## src/rtl/aib_pkg.sv

```systemverilog
// Shared AIB definitions: lane width, scheduler state encoding and idle word.
package aib_pkg;

   localparam int AIB_DATA_W = 80;

   // Scheduler FSM: IDLE has no owner, GRANT holds the lane for one burst.
   typedef enum logic {
      IDLE  = 1'b0,
      GRANT = 1'b1
   } state_t;

   localparam logic [AIB_DATA_W-1:0] AIB_IDLE_WORD = '0;

endpackage

```

## src/rtl/aib_tx_scheduler_if.sv

```systemverilog
// Requester-side and lane-side signals of the AIB transmit scheduler.
//
// Handshake: a beat on requester i transfers in a cycle where
// req_valid[i] and req_ready[i] are both high. req_ready is at most one-hot
// and never depends on req_valid. req_last is meaningful only with
// req_valid. A source may withdraw req_valid without losing the grant.
interface aib_tx_scheduler_if #(
   parameter int NUM_REQ = 4,
   parameter int DATA_W  = 80,
   parameter int OWN_W   = $clog2(NUM_REQ)
);
   logic [NUM_REQ-1:0]        req_valid;
   logic [NUM_REQ-1:0]        req_last;
   logic [NUM_REQ*DATA_W-1:0] req_data;
   logic [NUM_REQ-1:0]        req_ready;
   logic [DATA_W-1:0]         txdata;
   logic                      tx_valid;
   logic [OWN_W-1:0]          tx_owner;
   logic                      tx_active;

   // Traffic sources plus the lane consumer.
   modport master (
      output req_valid, req_last, req_data,
      input  req_ready, txdata, tx_valid, tx_owner, tx_active
   );

   // The scheduler.
   modport slave (
      input  req_valid, req_last, req_data,
      output req_ready, txdata, tx_valid, tx_owner, tx_active
   );
endinterface

```

## src/rtl/aib_rr_arbiter.sv

```systemverilog
// Combinational round-robin pick: the search starts one past last_granted
// and wraps, so the most recent winner has the lowest priority.
module aib_rr_arbiter #(
   parameter int  NUM_REQ = 4,
   localparam int IDX_W   = $clog2(NUM_REQ)
) (
   input  logic [NUM_REQ-1:0] req,
   input  logic [IDX_W-1:0]   last_granted,
   output logic [NUM_REQ-1:0] grant,
   output logic [IDX_W-1:0]   grant_idx
);

   logic             found;
   logic [IDX_W-1:0] cand;

   // Walk the requesters in rotated order and keep the first one asking.
   always_comb begin
      grant     = '0;
      grant_idx = '0;
      found     = 1'b0;
      cand      = '0;
      for (int i = 1; i <= NUM_REQ; i++) begin
         cand = IDX_W'((int'(last_granted) + i) % NUM_REQ);
         if (!found && req[cand]) begin
            found       = 1'b1;
            grant[cand] = 1'b1;
            grant_idx   = cand;
         end
      end
   end

endmodule

```

## src/rtl/aib_tx_scheduler.sv

```systemverilog
// Shares the AIB transmit lane among NUM_REQ requesters, one burst per grant.
// A burst ends on LAST, on MAX_BURST beats, or when the link drops; the lane
// carries IDLE_WORD whenever no beat is issued.
module aib_tx_scheduler
   import aib_pkg::*;
#(
   parameter int               NUM_REQ   = 4,
   parameter int               DATA_W    = AIB_DATA_W,
   parameter int               MAX_BURST = 8,
   parameter logic [DATA_W-1:0] IDLE_WORD = DATA_W'(AIB_IDLE_WORD)
) (
   input  logic                txclk,
   input  logic                rst_n,
   input  logic                link_up,
   aib_tx_scheduler_if.slave   bus,
   output state_t              dbg_state
);

   localparam int OWN_W = $clog2(NUM_REQ);

   state_t              state_q, state_d;
   logic [OWN_W-1:0]    owner_q, owner_d;
   logic [OWN_W-1:0]    last_q, last_d;
   logic [7:0]          count_q, count_d;
   logic [DATA_W-1:0]   txdata_q;
   logic                tx_valid_q;
   logic [NUM_REQ-1:0]  arb_grant;
   logic [OWN_W-1:0]    arb_idx;
   logic                accept;

   aib_rr_arbiter #(.NUM_REQ(NUM_REQ)) u_arb (
      .req          (bus.req_valid),
      .last_granted (last_q),
      .grant        (arb_grant),
      .grant_idx    (arb_idx)
   );

   // A beat moves only while the grant is held and the link is up.
   assign accept = (state_q == GRANT) && link_up && bus.req_valid[owner_q];

   // Ready comes from registered state and link_up only, so no path from valid.
   always_comb begin
      bus.req_ready = '0;
      if (state_q == GRANT && link_up) begin
         bus.req_ready[owner_q] = 1'b1;
      end
   end

   // Next state: arbitrate in IDLE, count beats and find the burst end in GRANT.
   always_comb begin
      state_d = state_q;
      owner_d = owner_q;
      last_d  = last_q;
      count_d = count_q;
      case (state_q)
         IDLE: begin
            if (link_up && |arb_grant) begin
               state_d = GRANT;
               owner_d = arb_idx;
               last_d  = arb_idx;
               count_d = '0;
            end
         end
         GRANT: begin
            if (!link_up) begin
               state_d = IDLE;
            end else if (accept) begin
               count_d = count_q + 8'd1;
               if (bus.req_last[owner_q] || count_d == 8'(MAX_BURST)) begin
                  state_d = IDLE;
               end
            end
         end
         default: state_d = IDLE;
      endcase
   end

   // State, owner, round-robin pointer and beat counter.
   always_ff @(posedge txclk or negedge rst_n) begin
      if (!rst_n) begin
         state_q <= IDLE;
         owner_q <= '0;
         last_q  <= OWN_W'(NUM_REQ - 1);
         count_q <= '0;
      end else begin
         state_q <= state_d;
         owner_q <= owner_d;
         last_q  <= last_d;
         count_q <= count_d;
      end
   end

   // Lane register: the accepted beat, or the idle word.
   always_ff @(posedge txclk or negedge rst_n) begin
      if (!rst_n) begin
         txdata_q   <= IDLE_WORD;
         tx_valid_q <= 1'b0;
      end else if (accept) begin
         txdata_q   <= bus.req_data[owner_q*DATA_W +: DATA_W];
         tx_valid_q <= 1'b1;
      end else begin
         txdata_q   <= IDLE_WORD;
         tx_valid_q <= 1'b0;
      end
   end

   assign bus.txdata    = txdata_q;
   assign bus.tx_valid  = tx_valid_q;
   assign bus.tx_owner  = owner_q;
   assign bus.tx_active = (state_q == GRANT);
   assign dbg_state     = state_q;

endmodule

```

## src/flat_wrapper.sv

```systemverilog
// flat-port wrapper written by rule: the top's interface ports become plain ports
module aib_tx_scheduler_flat import aib_pkg::*;
#(
   parameter int               NUM_REQ   = 4,
   parameter int               DATA_W    = AIB_DATA_W,
   parameter int               MAX_BURST = 8,
   parameter logic [DATA_W-1:0] IDLE_WORD = DATA_W'(AIB_IDLE_WORD)
)
  (txclk, rst_n, link_up, dbg_state, bus_req_valid, bus_req_last, bus_req_data, bus_req_ready, bus_txdata, bus_tx_valid, bus_tx_owner, bus_tx_active);
  aib_tx_scheduler_if #(.NUM_REQ(NUM_REQ), .DATA_W(DATA_W)) bus_i ();
  input  logic txclk;
  input  logic rst_n;
  input  logic link_up;
  output state_t dbg_state;
  input wire logic [$bits(bus_i.req_valid)-1:0] bus_req_valid;
  input wire logic [$bits(bus_i.req_last)-1:0] bus_req_last;
  input wire logic [$bits(bus_i.req_data)-1:0] bus_req_data;
  output wire logic [$bits(bus_i.req_ready)-1:0] bus_req_ready;
  output wire logic [$bits(bus_i.txdata)-1:0] bus_txdata;
  output wire logic [$bits(bus_i.tx_valid)-1:0] bus_tx_valid;
  output wire logic [$bits(bus_i.tx_owner)-1:0] bus_tx_owner;
  output wire logic [$bits(bus_i.tx_active)-1:0] bus_tx_active;
  assign bus_i.req_valid = bus_req_valid;
  assign bus_i.req_last = bus_req_last;
  assign bus_i.req_data = bus_req_data;
  assign bus_req_ready = bus_i.req_ready;
  assign bus_txdata = bus_i.txdata;
  assign bus_tx_valid = bus_i.tx_valid;
  assign bus_tx_owner = bus_i.tx_owner;
  assign bus_tx_active = bus_i.tx_active;
  aib_tx_scheduler #(.NUM_REQ(NUM_REQ), .DATA_W(DATA_W), .MAX_BURST(MAX_BURST), .IDLE_WORD(IDLE_WORD)) u_core (.txclk(txclk), .rst_n(rst_n), .link_up(link_up), .bus(bus_i), .dbg_state(dbg_state));
endmodule
```

## config.mk

```make
export PLATFORM = sky130hd
export DESIGN_NAME = aib_tx_scheduler_flat
export DESIGN_NICKNAME = d
export VERILOG_FILES = /design/src/rtl/aib_pkg.sv /design/src/rtl/aib_tx_scheduler_if.sv /design/src/rtl/aib_rr_arbiter.sv /design/src/rtl/aib_tx_scheduler.sv /design/src/flat_wrapper.sv
export SDC_FILE = /design/constraint.sdc
export NUM_CORES = 1
export LEC_CHECK = 0
export BUFFER_PORTS_ARGS = -buffer_cell sky130_fd_sc_hd__buf_2
export CAP_MARGIN = 30
export CORE_AREA = 2 2 161 163
export DETAILED_ROUTE_END_ITERATION = 10
export DIE_AREA = 0 0 163 165
export PLACE_DENSITY = 0.53
export SETUP_SLACK_MARGIN = 0.3
export SYNTH_ARGS = -nofsm -noshare
export SYNTH_HDL_FRONTEND = slang
export SYNTH_SLANG_ARGS = --single-unit
```

## constraint.sdc

```tcl
create_clock -name txclk -period 6.5 [get_ports txclk]
set_clock_uncertainty 0.2 [all_clocks]
set_input_delay 1.625 -clock txclk [delete_from_list [all_inputs] [get_ports txclk]]
set_output_delay 1.625 -clock txclk [all_outputs]
set_load 0.01 [all_outputs]
```

-- After elaboration in Yosys (flattened, before gate mapping)
Cells that the tools add are included.
- add/subtract/negate cells: 5
- multiply operators: 1
- divide/modulo/power cells: 0
- $lt $le $gt $ge: 10
- eq/ne operators: 4
- shift-type cells: 1
- muxes and demuxes: 45
- bitwise gates (word level): 4
- reductions and logical operators: 18
- operators by type and width (operator ; count):
    variable part select 320 x 10 -> 80 bit ; 1
    2-to-1 mux 80 bit ; 1
    2-to-1 mux 8 bit ; 3
    2-to-1 mux 4 bit ; 5
    2-to-1 mux 1 bit ; 19
    one-hot mux 8 bit (2 select lines) ; 1
    less-than comparator 2 x 3 -> 1 bit, second input constant ; 5
    binary-select mux 1 bit (select 2 bit) ; 6
    OR 4 bit ; 3
    logical AND 1 bit ; 11
    demux 1 bit (select 2 bit) ; 5
    greater-or-equal comparator 2 x 1 -> 1 bit, second input constant ; 5
    adder 8 x 1 -> 8 bit, second input constant ; 1
    == test 8 x 4 -> 1 bit, second input constant ; 1
    2-to-1 mux 2 bit ; 4
    multiplier 2 x 3 -> 5 bit, second input constant ; 1
    adder 2 x 1 -> 2 bit, second input constant ; 2
    adder 2 bit, second input constant ; 2
    inequality test 2 bit, second input constant ; 2
    OR reduction 4 bit ; 1
    logical NOT 1 bit ; 3
    AND reduction 3 bit ; 1
    inequality test 2 x 1 -> 1 bit, second input constant ; 1
    one-hot mux 1 bit (2 select lines) ; 1
    other kinds (3) ; 3
- register bits: 94
- bits in latches: 0
- bits in writable memories: 0
- memory bits (read-only): 0
- input bits: 331
- output and inout bits: 89
- memories kept: 0

-- Longest topological paths before layout
Gate-level depths: netlist of the first run.
- depth after elaboration: 17
- mapped depth: 11

-- Hierarchy
Synthesis of the first run repeated with hierarchy kept, for this count alone.
- cell total of the unflattened synthesis: 424
- area, all modules: 5840.6 sq um
- modules (own cells, without submodules) (module ; times used ; cells an instance ; area an instance (sq um)):
    aib_tx_scheduler ; 1 ; 365 ; 5350.1
    aib_rr_arbiter ; 1 ; 59 ; 490.5

-- Worst setup path after synthesis of the first run
No wires, ideal clock.
- path kind: input-to-output
- start: input port link_up
- end: output port bus_req_ready[0]
- arrival time: 2.361 ns
- data required time: 4.675 ns
- path slack: 2.314 ns
- cell stages on the path: 3
- cells stage by stage: and2_1 -> clkbuf_1 -> nor3b_1
- longest elaborated chain between the ends: 2
- RTL lines (what ; RTL line ; source):
    start, declared ; flat_wrapper.sv:13 ; input logic link_up;
    logical AND 1 bit ; aib_tx_scheduler.sv:44 ; if (state_q == GRANT && link_up) begin
    2-to-1 mux 4 bit ; aib_tx_scheduler.sv:44 ;
    end, declared ; flat_wrapper.sv:18 ; output wire logic [$bits(bus_i.req_ready)-1:0] bus_req_ready;
No other way between the ends.

-- Final worst setup path of the first run
- start: input port link_up
- end: output port bus_req_ready[3]
Same word-level chain as after synthesis.

==> results of run 1 <==
==> worst max path at each step <==
stage	startpoint	to	slack, ns	cells after the start
after CTS	link_up	bus_req_ready[0]	2.37	4
after floorplan	link_up	bus_req_ready[0]	2.31	3
after global placement	link_up	bus_req_ready[0]	2.37	4
after global routing	u_core.last_q[0]$_DFFE_PN1P_	u_core.count_q[5]$_DFFE_PN0P_	2.25	7
final	link_up	bus_req_ready[3]	2.40	4
after detailed placement	link_up	bus_req_ready[0]	2.37	4
==> cell type report <==
type                       instances  area share
clock inverter                     5     0.00500
timing repair buffer             425       0.254
clock buffer                      11      0.0285
tap                              330      0.0485
inverter                           6     0.00265
multi-input combinational        290       0.383
antenna                            2    0.000588
sequential                        94       0.278
==> cells in the final DEF, fill, tap and decap left out, types with 2 or more instances in the layout <==
cell type	n
sky130_fd_sc_hd__buf_2	418
sky130_fd_sc_hd__mux4_2	83
sky130_fd_sc_hd__o22ai_1	3
sky130_fd_sc_hd__nor4_1	2
sky130_fd_sc_hd__o21ai_0	6
sky130_fd_sc_hd__mux2i_1	4
sky130_fd_sc_hd__nor3_1	2
sky130_fd_sc_hd__dfstp_2	2
sky130_fd_sc_hd__nand3b_1	2
sky130_fd_sc_hd__clkbuf_16	9
sky130_fd_sc_hd__nor3b_1	2
sky130_fd_sc_hd__or4b_1	3
sky130_fd_sc_hd__a311oi_1	2
sky130_fd_sc_hd__dfrtp_1	90
sky130_fd_sc_hd__ha_1	10
sky130_fd_sc_hd__inv_1	6
sky130_fd_sc_hd__a21oi_1	4
sky130_fd_sc_hd__a221o_1	3
sky130_fd_sc_hd__a211o_1	2
sky130_fd_sc_hd__nor2_1	7
sky130_fd_sc_hd__a22oi_1	2
sky130_fd_sc_hd__a21o_1	2
sky130_fd_sc_hd__diode_2	2
sky130_fd_sc_hd__nand4_1	2
sky130_fd_sc_hd__inv_6	2
sky130_fd_sc_hd__and3_1	82
sky130_fd_sc_hd__nand3_1	11
sky130_fd_sc_hd__buf_4	6
sky130_fd_sc_hd__nand2_1	20
sky130_fd_sc_hd__o211ai_1	2
sky130_fd_sc_hd__nand2b_1	4
sky130_fd_sc_hd__dfrtp_4	2
sky130_fd_sc_hd__clkinv_4	2
sky130_fd_sc_hd__nor2b_1	3
sky130_fd_sc_hd__and2_1	5
sky130_fd_sc_hd__or3_1	2
sky130_fd_sc_hd__a211oi_1	2
==> per-stage QoR <==
step           hold WS, ns  total power (W)  instances   util  setup WS [ns]
2_1_floorplan        0.308          0.00186        440      -           2.31
3_3_place_gp         0.352          0.00230       1144  0.327           2.37
3_5_place_dp         0.359          0.00230       1144  0.327           2.37
4_1_cts              0.375          0.00283       1160  0.338           2.37
5_1_grt              0.412          0.00299       1161  0.340           2.25
6_report             0.370          0.00279       1163  0.340           2.40
==> kinds of logic (layout without fill, tap and decap cells) <==
logic type	count (synthesis)	after routing	synth area share
mux	87	87	0.327
buf+inv	56	447	0.0388
other cells	0	2	0
xor+xnor	1	1	0.00150
flops	94	94	0.404
fa+ha+maj	10	10	0.0214
simple gates	153	153	0.155
compound gates	39	39	0.0528
==> power groups by stage <==
stage / Combinational [W] / Sequential (W) / Clock [W]
2_1_floorplan: 0.00107 / 0.000791 / 0
4_1_cts: 0.00139 / 0.000903 / 0.000537
6_report: 0.00143 / 0.000842 / 0.000513
3_5_place_dp: 0.00138 / 0.000914 / 0
5_1_grt: 0.00156 / 0.000859 / 0.000565
3_3_place_gp: 0.00138 / 0.000910 / 0
==> routing by layer <==
metal / routed length [um] / global-route usage / vias to the layer above
met2: 11500 / 0.271 / 232
met3: 1830 / 0.0362 / 14
met4: 277 / 0.0398 / 0
li1: - / - / 2510
met1: 8840 / 0.196 / 2736
met5: 0 / 0 / -
==> synth_stat cells, types with 6 or more instances <==
library cell,count
sky130_fd_sc_hd__nand2_1,20
sky130_fd_sc_hd__dfrtp_1,92
sky130_fd_sc_hd__and3_1,82
sky130_fd_sc_hd__clkbuf_1,37
sky130_fd_sc_hd__buf_2,7
sky130_fd_sc_hd__nand3_1,11
sky130_fd_sc_hd__mux4_2,83
sky130_fd_sc_hd__inv_1,6
sky130_fd_sc_hd__ha_1,10
sky130_fd_sc_hd__and2_1,6
sky130_fd_sc_hd__nor2_1,7
sky130_fd_sc_hd__o21ai_0,6
==> sequential cells by signal (all words and copies together), names as in the netlist <==
signal                flops
u_core.bus.tx_active      1
u_core.last_q             2
u_core.bus.tx_owner       2
u_core.count_q            8
u_core.bus.txdata        80
u_core.bus.tx_valid       1
==> worst min-delay path, delay by kind of cell, from the launching register on <==
family | cells | cell delay [ns]
AO/OA/AOI/OAI | 1 | 0.06
AND/OR/NAND/NOR | 1 | 0.06
flip-flops | 1 | 0.41
==> flow_results.xml, run 1 <==
<?xml version="1.0" encoding="UTF-8"?>
<metrics>
  <group name="drt">
    <metric name="detail_route.vias_per_cell" unit="">4.72</metric>
    <metric name="drt_first_iter_violations" unit="">263</metric>
    <metric name="remaining_routing_drc_violations" unit="">0</metric>
    <metric name="wl" unit="mm">22.4</metric>
    <metric name="total_vias_in_the_final_route" unit="">5492</metric>
    <metric name="ant_nets" unit="">0</metric>
    <metric name="routed_wire_length_per_instance" unit="um">19.3</metric>
    <metric name="drt_first_pass_iters" unit="">7</metric>
  </group>
  <group name="clocking">
    <metric name="cts_tree" unit="">built</metric>
    <metric name="cts-hold-fix-buffers" unit="">0</metric>
    <metric name="cts_resized" unit="">0</metric>
    <metric name="worstSkewPairLatency" unit="ns">0.34</metric>
    <metric name="tritoncts_num_sinks" unit="">94</metric>
    <metric name="post_cts_buffers" unit="">0</metric>
    <metric name="h-tree-depth" unit="">3</metric>
    <metric name="deepest_clock_path_buffer_count" unit="">2</metric>
    <metric name="cts.root.buffer_cell" unit="">sky130_fd_sc_hd__clkbuf_16</metric>
    <metric name="cts_buffers" unit="">9</metric>
    <metric name="clk_pin_slew_worst_setup_hold_paths" unit="ns">0.07</metric>
  </group>
  <group name="place">
    <metric name="place.detailed.hpwl" unit="mm">18.0</metric>
    <metric name="port_buffers" unit="">419</metric>
    <metric name="globalplace.congestion" unit="">0.794</metric>
    <metric name="total_cell_area_at_the_placement_stage" unit="sq um">8190</metric>
  </group>
  <group name="power_and_ir_drop">
    <metric name="switching_share" unit="">0.388</metric>
    <metric name="cellInternalPower" unit="W">0.00171</metric>
    <metric name="seq_power_share" unit="">0.302</metric>
    <metric name="combPwrFrac" unit="">0.514</metric>
    <metric name="power_density" unit="nW/um^2">328</metric>
    <metric name="static-leakage-power" unit="nW">4.59</metric>
    <metric name="p_switching" unit="W">0.00108</metric>
    <metric name="clock_power_share" unit="">0.184</metric>
    <metric name="power.ir.vdd_worst" unit="mV">0.164</metric>
  </group>
  <group name="yosys">
    <metric name="yosys_most_used_dff" unit="">sky130_fd_sc_hd__dfrtp_1</metric>
    <metric name="synth_edf_count" unit="">0</metric>
    <metric name="syn-mean-instance-area" unit="sq um">13.3</metric>
    <metric name="yosysWarningCount" unit="">0</metric>
    <metric name="post_synthesis_net_count" unit="">781</metric>
    <metric name="part_of_the_yosys_area_used_for_sequential_elements" unit="">0.404</metric>
    <metric name="post_synth_instance_area" unit="sq um">5830</metric>
    <metric name="postSynth.asyncResetShare" unit="">1.00</metric>
    <metric name="yosys_register_bits" unit="">94</metric>
    <metric name="post_synth_main_area_contributors" unit="">sky130_fd_sc_hd__dfrtp_1 (39%), sky130_fd_sc_hd__mux4_2 (32%), sky130_fd_sc_hd__and3_1 (8.8%), sky130_fd_sc_hd__clkbuf_1 (2.4%), sky130_fd_sc_hd__ha_1 (2.1%)</metric>
    <metric name="synthDominantCellAreaShare" unit="">0.395</metric>
    <metric name="synthDistinctLibCells" unit="">51</metric>
    <metric name="post_synth_inst_count" unit="">440</metric>
    <metric name="synth_top_area_cell" unit="">sky130_fd_sc_hd__dfrtp_1</metric>
  </group>
  <group name="worst_setup_path">
    <metric name="cpPeakStageDelay" unit="ns">0.23</metric>
    <metric name="arrival" unit="ns">2.27</metric>
    <metric name="critical-path-slowest-cell" unit="">sky130_fd_sc_hd__and2_2</metric>
    <metric name="worstPathRequired" unit="ns">4.68</metric>
    <metric name="setup.worst_path.end_class" unit="">output pin</metric>
    <metric name="path_class" unit="">in -&gt; out</metric>
    <metric name="worst_setup_path_start_kind" unit="">input pin</metric>
    <metric name="r2r-start" unit="">u_core.last_q[0]$_DFFE_PN1P_</metric>
    <metric name="critical_path.reg2reg.endpoint" unit="">u_core.count_q[5]$_DFFE_PN0P_</metric>
    <metric name="setup.reg_to_reg.worst_slack" unit="ns">2.48</metric>
    <metric name="worstRegToRegCells" unit="">7</metric>
    <metric name="cp.buffers_inverters" unit="">2</metric>
    <metric name="critPathMostFrequentCell" unit="">sky130_fd_sc_hd__buf_2</metric>
    <metric name="crit_chain" unit="">buf_2, and2_2, and3_1, buf_2</metric>
    <metric name="cell_family_with_the_largest_share_of_critical_path_delay" unit="">simple AND/OR/NAND/NOR gates</metric>
    <metric name="crit_path_max_fanout" unit="">5</metric>
  </group>
  <group name="cells_and_area">
    <metric name="multi_input_area" unit="sq um">3250</metric>
    <metric name="layout-drive-gt1-share" unit="">0.638</metric>
    <metric name="postLayoutCellArea" unit="sq um">8510</metric>
    <metric name="nFillCells" unit="">2575</metric>
    <metric name="finalNetCount" unit="">1167</metric>
    <metric name="area_of_all_sequential_standard_cells" unit="sq um">2360</metric>
    <metric name="flow.area_growth_from_synthesis" unit="%">45.8</metric>
  </group>
  <group name="outcome">
    <metric name="status" unit="">finished clean</metric>
  </group>
  <group name="sta">
    <metric name="slew_headroom" unit="">0.451</metric>
    <metric name="max_clock_freq" unit="GHz">0.244</metric>
    <metric name="rsz0062_at_grt" unit="">false</metric>
    <metric name="timing.final.max_slew_violations" unit="">0</metric>
    <metric name="worst_pin_slew" unit="ns">0.822</metric>
    <metric name="setup_tns" unit="ns">0</metric>
    <metric name="hold_viol" unit="">0</metric>
    <metric name="setup_viol_count_final" unit="">0</metric>
    <metric name="post-route-period-util" unit="">0.631</metric>
    <metric name="post-route-min-period" unit="ns">4.10</metric>
  </group>
  <group name="floorplan">
    <metric name="chipHeight" unit="um">165</metric>
    <metric name="placementRows" unit="">58</metric>
    <metric name="effective_utilization_at_floorplan" unit="">0.233</metric>
    <metric name="core-area" unit="sq um">25000</metric>
    <metric name="top_level_ports" unit="">420</metric>
    <metric name="chipWidth" unit="um">163</metric>
    <metric name="fp.dieArea" unit="sq um">26900</metric>
  </group>
  <group name="min_path">
    <metric name="timing.hold.worst_endpoint" unit="">u_core.count_q[1]$_DFFE_PN0P_</metric>
    <metric name="hp-start" unit="">u_core.count_q[1]$_DFFE_PN0P_</metric>
    <metric name="worstHoldPathCells" unit="">2</metric>
    <metric name="worst_hold_path_type" unit="">reg -&gt; reg</metric>
  </group>
  <group name="global_routing">
    <metric name="wire_length_of_the_first_global_routing_pass" unit="mm">31.6</metric>
    <metric name="first_global_vias" unit="">5444</metric>
    <metric name="gr-usage-all-layers" unit="">0.156</metric>
    <metric name="overflow" unit="">0</metric>
    <metric name="number_of_antenna_violations_at_the_first_check_in_global_routing" unit="">1</metric>
    <metric name="pin_count_of_the_biggest_net_entering_global_routing" unit="">83</metric>
  </group>
  <group name="run">
    <metric name="count_of_maximum_capacitance_violations" unit="">0</metric>
  </group>
</metrics>
No activity file was read; power rests on OpenSTA's default activity.
==> run 2, diff against run 1 <==
--- a/config.mk
+++ b/config.mk
@@ -7,10 +7,10 @@
 export LEC_CHECK = 0
 export BUFFER_PORTS_ARGS = -buffer_cell sky130_fd_sc_hd__buf_2
 export CAP_MARGIN = 30
-export CORE_AREA = 2 2 161 163
+export CORE_AREA = 2 2 162 164
 export DETAILED_ROUTE_END_ITERATION = 10
-export DIE_AREA = 0 0 163 165
-export PLACE_DENSITY = 0.53
+export DIE_AREA = 0 0 164 166
+export PLACE_DENSITY = 0.52
 export SETUP_SLACK_MARGIN = 0.3
 export SYNTH_ARGS = -nofsm -noshare
 export SYNTH_HDL_FRONTEND = slang
==> constraint.sdc (replaced) <==
create_clock -name txclk -period 4.17 [get_ports txclk]
set_clock_uncertainty 0.2 [all_clocks]
set_input_delay 1.0425 -clock txclk [delete_from_list [all_inputs] [get_ports txclk]]
set_output_delay 1.0425 -clock txclk [all_outputs]
set_load 0.01 [all_outputs]
==> run 2 against run 1 <==
Sequential power increased by 56%. Setup slack lost 1.8 ns. Critical path depth is 4 higher. Non-clock buffer count increased by 2. Core utilization is 0.72 points lower. Clock-buffer cell count shrank 1. Design area up 0.15%. Power grew 56%. Global-route usage is 0.63 points higher. Final cell count up 0.52%. Critical path type is now reg -> reg. Largest cell class unchanged.
==> flow_results.xml, run 2 (same netlist as run 1, synthesis figures left out) <==
<?xml version="1.0" encoding="UTF-8"?>
<metrics>
  <group name="clocking">
    <metric name="deepest_clock_path_buffer_count" unit="">2</metric>
    <metric name="clk_pin_slew_worst_setup_hold_paths" unit="ns">0.07</metric>
    <metric name="cts_buffers" unit="">9</metric>
    <metric name="h-tree-depth" unit="">3</metric>
    <metric name="cts.root.buffer_cell" unit="">sky130_fd_sc_hd__clkbuf_16</metric>
    <metric name="tritoncts_num_sinks" unit="">94</metric>
    <metric name="cts-hold-fix-buffers" unit="">0</metric>
    <metric name="cts_resized" unit="">0</metric>
    <metric name="cts_tree" unit="">built</metric>
    <metric name="post_cts_buffers" unit="">0</metric>
    <metric name="worstSkewPairLatency" unit="ns">0.35</metric>
  </group>
  <group name="place">
    <metric name="post-place-ws" unit="ns">0.604</metric>
    <metric name="globalplace.congestion" unit="">0.852</metric>
    <metric name="total_cell_area_at_the_placement_stage" unit="sq um">8230</metric>
    <metric name="port_buffers" unit="">419</metric>
    <metric name="place.detailed.hpwl" unit="mm">18.3</metric>
  </group>
  <group name="cells_and_area">
    <metric name="largest_register_ffs" unit="">80</metric>
    <metric name="layout_common_cells" unit="">sky130_fd_sc_hd__buf_2 (418), sky130_fd_sc_hd__dfrtp_1 (90), sky130_fd_sc_hd__mux4_2 (83)</metric>
    <metric name="flow.area_growth_from_synthesis" unit="%">46.0</metric>
    <metric name="postLayoutCellArea" unit="sq um">8520</metric>
    <metric name="commonest_non_fill_non_tap_cell_in_the_layout" unit="">sky130_fd_sc_hd__buf_2</metric>
    <metric name="finalNetCount" unit="">1169</metric>
    <metric name="nFillCells" unit="">2609</metric>
    <metric name="layout-drive-gt1-share" unit="">0.640</metric>
    <metric name="finish.utilization" unit="">0.333</metric>
  </group>
  <group name="sta">
    <metric name="setup_tns" unit="ns">0</metric>
    <metric name="rsz0062_at_grt" unit="">false</metric>
    <metric name="post-route-period-util" unit="">0.851</metric>
    <metric name="hold_viol" unit="">0</metric>
    <metric name="max_clock_freq" unit="GHz">0.282</metric>
    <metric name="post-route-min-period" unit="ns">3.55</metric>
    <metric name="final.setup.worst_slack" unit="ns">0.622</metric>
    <metric name="slew_headroom" unit="">0.460</metric>
    <metric name="timing.final.max_slew_violations" unit="">0</metric>
    <metric name="worst_pin_slew" unit="ns">0.808</metric>
    <metric name="setup_viol_count_final" unit="">0</metric>
  </group>
  <group name="drt">
    <metric name="remaining_routing_drc_violations" unit="">0</metric>
    <metric name="wl" unit="mm">22.7</metric>
    <metric name="total_vias_in_the_final_route" unit="">5505</metric>
    <metric name="routed_wire_length_per_instance" unit="um">19.4</metric>
    <metric name="ant_nets" unit="">0</metric>
    <metric name="drt_first_iter_violations" unit="">262</metric>
    <metric name="drt_first_pass_iters" unit="">4</metric>
    <metric name="detail_route.vias_per_cell" unit="">4.71</metric>
  </group>
  <group name="power_and_ir_drop">
    <metric name="power_density" unit="nW/um^2">509</metric>
    <metric name="static-leakage-power" unit="nW">4.60</metric>
    <metric name="power.ir.vdd_worst" unit="mV">0.287</metric>
  </group>
  <group name="outcome">
    <metric name="status" unit="">finished clean</metric>
  </group>
  <group name="worst_setup_path">
    <metric name="crit_path_max_fanout" unit="">24</metric>
    <metric name="path_class" unit="">reg -&gt; reg</metric>
    <metric name="critical_path.reg2reg.endpoint" unit="">u_core.count_q[5]$_DFFE_PN0P_</metric>
    <metric name="setup.worst_path.end_class" unit="">register</metric>
    <metric name="r2r-start" unit="">u_core.last_q[0]$_DFFE_PN1P_</metric>
    <metric name="worst_setup_path_start_kind" unit="">register</metric>
    <metric name="setup.reg_to_reg.worst_slack" unit="ns">0.62</metric>
    <metric name="worstRegToRegCells" unit="">8</metric>
    <metric name="arrival" unit="ns">3.59</metric>
    <metric name="worstPathRequired" unit="ns">4.21</metric>
  </group>
  <group name="global_routing">
    <metric name="gr-usage-all-layers" unit="">0.162</metric>
    <metric name="overflow" unit="">0</metric>
    <metric name="number_of_antenna_violations_at_the_first_check_in_global_routing" unit="">0</metric>
    <metric name="first_global_vias" unit="">5721</metric>
    <metric name="pin_count_of_the_biggest_net_entering_global_routing" unit="">83</metric>
    <metric name="wire_length_of_the_first_global_routing_pass" unit="mm">33.3</metric>
  </group>
  <group name="floorplan">
    <metric name="chipWidth" unit="um">164</metric>
    <metric name="placementRows" unit="">59</metric>
    <metric name="effective_utilization_at_floorplan" unit="">0.228</metric>
    <metric name="fp.dieArea" unit="sq um">27200</metric>
    <metric name="chipHeight" unit="um">166</metric>
    <metric name="core-area" unit="sq um">25600</metric>
    <metric name="top_level_ports" unit="">420</metric>
  </group>
  <group name="run">
    <metric name="count_of_maximum_capacitance_violations" unit="">0</metric>
  </group>
  <group name="min_path">
    <metric name="worstHoldPathCells" unit="">2</metric>
    <metric name="timing.hold.worst_endpoint" unit="">u_core.count_q[1]$_DFFE_PN0P_</metric>
    <metric name="worst_hold_path_type" unit="">reg -&gt; reg</metric>
    <metric name="hp-start" unit="">u_core.count_q[1]$_DFFE_PN0P_</metric>
  </group>
</metrics>
-- run 2: cell types whose count changed in the layout (fill, tap and decap cells not counted) --
cell,delta
sky130_fd_sc_hd__inv_6,-2
sky130_fd_sc_hd__buf_12,+1
sky130_fd_sc_hd__clkbuf_1,-1
sky130_fd_sc_hd__buf_16,-1
sky130_fd_sc_hd__clkinv_2,+1
sky130_fd_sc_hd__clkinv_4,+2
sky130_fd_sc_hd__diode_2,-1
sky130_fd_sc_hd__buf_4,+2
-- run 2: cell type report --
type	count	area [sq um]	share of cell area
Antenna cell	1	2.50	0.000294
Clock buffer	10	239	0.0281
Clock inverter	6	47.5	0.00558
Inverter	6	22.5	0.00264
Multi-Input combinational cell	290	3250	0.382
Sequential cell	94	2360	0.277
Tap cell	335	419	0.0492
Timing Repair Buffer	427	2170	0.255
-- run 2: how the worst max path moves through the flow --
stage	start	end	slack (ns)	depth (start not counted)
floorplan	u_core.last_q[0]$_DFFE_PN1P_	u_core.count_q[3]$_DFFE_PN0P_	0.78	9
global placement	u_core.last_q[0]$_DFFE_PN1P_	u_core.count_q[5]$_DFFE_PN0P_	0.65	8
detailed placement	u_core.last_q[0]$_DFFE_PN1P_	u_core.count_q[5]$_DFFE_PN0P_	0.60	8
CTS	u_core.last_q[0]$_DFFE_PN1P_	u_core.count_q[5]$_DFFE_PN0P_	0.59	8
global route	u_core.last_q[0]$_DFFE_PN1P_	u_core.count_q[5]$_DFFE_PN0P_	0.35	8
finish	u_core.last_q[0]$_DFFE_PN1P_	u_core.count_q[5]$_DFFE_PN0P_	0.62	8
-- run 2: metal layers --
metal,track usage,vias to the layer above,wire length [um]
met2,0.277,226,11500
li1,-,2511,-
met4,0.0477,0,352
met1,0.208,2750,9240
met3,0.0297,18,1530
met5,0,-,0
-- run 2: critical path: stages, from the launching register on --
cell and delay (ns):
sky130_fd_sc_hd__dfstp_2 0.80, sky130_fd_sc_hd__inv_1 0.23, sky130_fd_sc_hd__ha_1 0.37, sky130_fd_sc_hd__buf_4 0.23, sky130_fd_sc_hd__nand2b_1 0.10, sky130_fd_sc_hd__a2111o_1 0.43, sky130_fd_sc_hd__a211oi_2 0.69, sky130_fd_sc_hd__nor4bb_1 0.13
sky130_fd_sc_hd__a211o_1 0.25
-- run 2: power breakdown --
part | internal (W) | total [W] | switching (W)
combinational | 0.00115 | 0.00222 | 0.00108
sequential | 0.00108 | 0.00131 | 0.000228
clock | 0.000424 | 0.000808 | 0.000383
total | 0.00265 | 0.00434 | 0.00169
-- run 2: through the flow --
stage	hold slack, ns	cells	total power (W)
after floorplan	0.308	440	0.00290
after global placement	0.360	1152	0.00358
after detailed placement	0.356	1152	0.00360
after CTS	0.366	1168	0.00442
after global routing	0.411	1168	0.00467
final	0.367	1169	0.00434
